==> src/rtl/adder_chunked_seq.sv <==
// adder_chunked_seq
//   Sequential ripple adder/subtractor. An accepted operand pair is added
//   CHUNK bits per clock, LSB chunk first, through a single CHUNK-bit adder.
//   The result, including the carry-out, is held until the consumer takes it.
//
// Parameters
//   WIDTH  operand width in bits (>= 2)
//   CHUNK  bits added per cycle; WIDTH must be a multiple of CHUNK
//
// Ports
//   clk        rising-edge clock
//   rst        asynchronous active-high reset
//   in_valid   operand request valid
//   in_ready   block can accept operands (IDLE only, low while rst is high)
//   a, b       unsigned operands
//   sub        0 = a+b, 1 = a-b (computed as a + ~b + 1)
//   out_valid  result valid, held until out_ready
//   out_ready  consumer accepts result
//   sum        WIDTH+1 bit result; sum[WIDTH] is carry-out (sub: 1 = no borrow)
//   busy       high while a request is being computed or held
module adder_chunked_seq #(
  parameter int WIDTH = 8,
  parameter int CHUNK = 2
) (
  input  logic             clk,
  input  logic             rst,
  input  logic             in_valid,
  output logic             in_ready,
  input  logic [WIDTH-1:0] a,
  input  logic [WIDTH-1:0] b,
  input  logic             sub,
  output logic             out_valid,
  input  logic             out_ready,
  output logic [WIDTH:0]   sum,
  output logic             busy
);

  localparam int N     = WIDTH / CHUNK;
  localparam int IDX_W = (N > 1) ? $clog2(N) : 1;
  localparam logic [IDX_W-1:0] LAST = IDX_W'(N - 1);

  if ((WIDTH < 2) || (CHUNK < 1) || ((WIDTH % CHUNK) != 0)) begin : gen_bad_cfg
    $error("adder_chunked_seq: WIDTH must be >= 2 and a multiple of CHUNK");
  end

  typedef enum logic [1:0] {IDLE, RUN, DONE} state_t;

  state_t           state;
  logic             idle_q;
  logic [WIDTH-1:0] a_q;
  logic [WIDTH-1:0] b_q;
  logic             carry;
  logic [IDX_W-1:0] idx;
  logic [CHUNK:0]   step;

  // One CHUNK-bit add with carry-in; the MSB of the result is the carry-out.
  function automatic logic [CHUNK:0] chunk_add(input logic [CHUNK-1:0] x,
                                               input logic [CHUNK-1:0] y,
                                               input logic             ci);
    return {1'b0, x} + {1'b0, y} + {{CHUNK{1'b0}}, ci};
  endfunction

  always_comb step = chunk_add(a_q[idx*CHUNK +: CHUNK], b_q[idx*CHUNK +: CHUNK], carry);

  // idle_q is the registered ready flag; it is masked by rst so the port
  // reads 0 during reset yet is already 1 on the first edge after release.
  assign in_ready = idle_q & ~rst;

  always_ff @(posedge clk or posedge rst) begin
    if (rst) begin
      state     <= IDLE;
      idle_q    <= 1'b1;
      out_valid <= 1'b0;
      busy      <= 1'b0;
      sum       <= '0;
      carry     <= 1'b0;
      idx       <= '0;
    end else begin
      case (state)
        IDLE: begin
          if (in_valid) begin
            state  <= RUN;
            idle_q <= 1'b0;
            busy   <= 1'b1;
            sum    <= '0;
            // Subtraction is a + ~b + 1: the +1 enters as the initial carry.
            carry  <= sub;
            idx    <= '0;
          end
        end
        RUN: begin
          sum[idx*CHUNK +: CHUNK] <= step[CHUNK-1:0];
          carry                   <= step[CHUNK];
          if (idx == LAST) begin
            sum[WIDTH] <= step[CHUNK];
            idx        <= '0;
            state      <= DONE;
            out_valid  <= 1'b1;
          end else begin
            idx <= idx + IDX_W'(1);
          end
        end
        DONE: begin
          if (out_ready) begin
            state     <= IDLE;
            out_valid <= 1'b0;
            busy      <= 1'b0;
            idle_q    <= 1'b1;
          end
        end
        default: state <= IDLE;
      endcase
    end
  end

  // Operand latches need no reset: they are only read after an accept.
  always_ff @(posedge clk) begin
    if ((state == IDLE) && in_valid) begin
      a_q <= a;
      b_q <= sub ? ~b : b;
    end
  end

endmodule

==> config.mk <==
export PLATFORM = sky130hd
export DESIGN_NAME = adder_chunked_seq
export DESIGN_NICKNAME = d
export VERILOG_FILES = /design/src/rtl/adder_chunked_seq.sv
export SDC_FILE = /design/constraint.sdc
export NUM_CORES = 1
export LEC_CHECK = 0
export BUFFER_PORTS_ARGS = -buffer_cell sky130_fd_sc_hd__buf_4
export CORE_MARGIN = 1
export CORE_UTILIZATION = 45
export CTS_BUF_LIST = sky130_fd_sc_hd__clkbuf_16
export CTS_CLUSTER_DIAMETER = 150
export DETAILED_ROUTE_END_ITERATION = 16
export HOLD_SLACK_MARGIN = 0.08
export PLACE_DENSITY = 0.7
export SLEW_MARGIN = 5
export SYNTH_ARGS = -nofsm -noshare
export SYNTH_HDL_FRONTEND = slang
export SYNTH_SLANG_ARGS = --single-unit
==> constraint.sdc <==
create_clock -name clk -period 2.35 [get_ports clk]
set_clock_uncertainty 0.05 [all_clocks]
set_input_delay 0.47 -clock clk [delete_from_list [all_inputs] [get_ports clk]]
set_output_delay 0.47 -clock clk [all_outputs]
set_load 0.02 [all_outputs]
==> key figures <==
Routing
  – DR vias/cell: about 5.2
  – Drt first pass iters: 4
  – WL final: a little under 3000 um
  – Initial drt markers: 51
  – Via Count: 1,068
  – DR DRC count: 0
  – ANT nets after route: 0
  – WL/cell: between 10 and 15 um

Clock tree
  – Max Root-Sink Buffers: 2
  – Clk sinks: 33
  – Clock latency on the worst-skew pair: about 0.27 ns
  – Root Driver: clkbuf_16
  – CTS tree: done
  – H-tree levels: 2
  – Num CTS Buffers: 5
  – Hold-fix buffers, CTS: 0
  – Clock-pin slew on the worst setup and hold paths: 0.05 ns

Timing
  – Max Fclk: roughly 430 MHz
  – RSZ-0062 raised after global routing: true
  – Worst-Margin Slew: about 0.63 ns
  – Worst setup margin: ~0.030 ns
  – Final min period: roughly 2.3 ns
  – Fin. Hold Viols: 0
  – Setup_tns: 0 ns
  – Final setup violation count: 0
  – Max-slew violations: 0
  – Slew headroom: 57.9%
  – Final period utilization: 98.7%

Power and ir drop
  – Static Leak: a little under 0.0009 uW
  – Worst vdd ir: approximately 0.74 mV
  – Pwr/cell area: around 1300 mW/mm^2
  – Pwr Total: approximately 2700 uW

Finish
  – Nets@finish: about 190
  – Post-route insts no fill: ~200
  – Number of diodes: 0
  – Area Growth Syn to Fin: 28.9%
  – Final core utilization: 60.7%
  – Fraction of layout cells with a size suffix above 1: 34.6%

Critical path
  – CP Launch Type: register
  – Crit path max fanout: 4
  – Critical Path AT: between 2 and 2.5 ns
  – FF-to-FF Start: idx[0]
  – Worst setup path startpoint: idx[0]
  – Critical Path End: sum[5]
  – CP Capture Type: register
  – Setup Crit Path Kind: register to register
  – Worst EP required: ~2.5 ns
  – R2r endpoint: sum[5]
  – Worst R2R Setup Slack: 0.03 ns
  – Worst R2R Path Depth: 5

Global route
  – Vias in the first global route: approximately 1,000
  – Remaining Overflow, GRT: 0
  – Antenna violations before repair: 0
  – First-pass GRT wire length: between 4000 and 5000 um
  – Largest net degree at the start of global routing: 18
  – Gr usage total: between 10% and 20%

Synth
  – Async S/R FF share, synth: 51.5%
  – Top_reg_cell synth: edfxtp_1
  – Net Count, Synth: approximately 150
  – Sequential cell area fraction in the yosys report: 57.7%
  – Share of the synthesized area in the top cell type: a little under a third
  – Synth Warn #: 0
  – Synth cell types: 33
  – Number of flops mapped to enable cells by yosys: 16
  – Synthesized area per cell: 13.3 sq um
  – Synthesized instance count: 118
  – Post-synthesis register bit count: 33
  – Cell area after synthesis: 0.00157 sq mm
  – Area leader, netlist: edfxtp_1
  – Synth top area cells: edfxtp_1, dfrtp_1, mux4_1, xor2_1, ha_1

Place
  – I/O Buffers: 32
  – Placed cell count: between 150 and 200
  – Post-Place Worst Slack: about 0.0044 ns
  – HPWL after DPL: 2150 um
  – GPL Wtd Cong: between 0.8 and 0.9

Floorplan
  – Floorplan core area: between 0.003 and 0.004 sq mm
  – Initial core utilization: 47.1%
  – Die Span X: around 60 um
  – Ports: 33
  – Die height: between 60 and 70 um
  – Row cnt: 21
  – Die ar.: ~0.0037 sq mm

Status
  – Status: completed

Hold path
  – Hold Path Class: input port to asynchronous set/reset pin

Flow run
  – Max-cap violations: 0
## stage by stage
stage	cell area, sq um	hold slack (ns)
floorplan	1570	0.345
CTS	2020	0.273
global route	2030	0.302
detailed placement	1880	0.450
finish	2030	0.239
global placement	1880	0.434
## flip-flops by register name, indices dropped and copies added (netlist names)
signal / cells
b_q: 8
out_valid: 1
a_q: 8
busy: 1
carry: 1
idx: 2
idle_q: 1
state: 2
sum: 9
## cell usage after synthesis, types with 2 or more instances
master and instances:
nand2_1 6, xor2_1 8, mux4_1 4, fa_1 2, a22o_1 5, clkbuf_1 3
edfxtp_1 16, nor2_1 6, a21o_1 2, o32ai_1 2, inv_1 10, nor2b_1 3
dfrtp_1 16, a22oi_1 2, nor3b_1 2, a32o_1 2, ha_1 4, o21ai_0 4
a21oi_1 7
## layer usage
| metal | share of wire (%) | track usage [%] | routed length [um] |
|---|---|---|---|
| met5 | 0 | 0 | 0 |
| met1 | 40 | 20.7 | 1170 |
| met4 | 2.5 | 10.1 | 74 |
| met2 | 52 | 29.3 | 1500 |
| met3 | 5.5 | 6.93 | 161 |
## worst min-delay path by stage
stage / from / endpoint / slack, ns / depth (start not counted)
after floorplan: rst / busy / 0.35 / 1
after detailed placement: sum[7] / sum[7] / 0.45 / 1
after CTS: rst / busy / 0.27 / 2
final: rst / busy / 0.24 / 2
after global routing: rst / busy / 0.30 / 2
after global placement: sum[7] / sum[7] / 0.43 / 1
## cells in the final DEF (no fill, tap or decap), drive strengths merged, types with 3 or more instances in the layout
cell type | Yosys | final
a21oi | 7 | 7
a22o | 5 | 5
buf | 1 | 37
clkbuf | 3 | 5
clkinv | 0 | 3
dfrtp | 16 | 16
edfxtp | 16 | 16
ha | 4 | 4
inv | 10 | 10
mux4 | 4 | 4
nand2 | 6 | 6
nor2 | 6 | 6
nor2b | 3 | 3
o21ai | 4 | 4
xor2 | 8 | 8
## power by group
group | leakage, uW | total [uW] | internal, uW | switching (uW)
Sequential | 0.000362 | 917 | 778 | 139
Combinational | 0.000449 | 1160 | 553 | 607
Clock | 0.0000687 | 598 | 382 | 216
## cell families after synthesis
logic type / count (synthesis) / share of synthesized area, %
and+or+nand+nor: 26 / 9.63
DFF: 33 / 57.7
muxes: 4 / 6.68
AOI/OAI and AO/OA: 27 / 12.0
xor gates and xnor gates: 8 / 4.46
adders and majority gates: 6 / 5.73
buffers and inverters: 14 / 3.82
## final cells by class
class	instances	area, sq um
multi-input cells	71	608
clock buffers	5	125
fillers	273	1310
well taps	46	57.6
flip-flops and latches	33	908
clock inverters	3	12.5
repair buffers	37	278
inverters	10	37.5
## repair_timing
action,CTS,global route
setup endpoints to repair,1,4
gates resized for setup,0,3
setup buffers,0,1
pin swaps,0,2
cloned,0,0
## critical path: stages (launching register included)
cell and delay (ns):
dfrtp_2 0.40, mux4_2 0.53, fa_2 0.37, fa_1 0.53
inv_2 0.06, o32ai_1 0.28
Power figures use the tool's default switching activity.
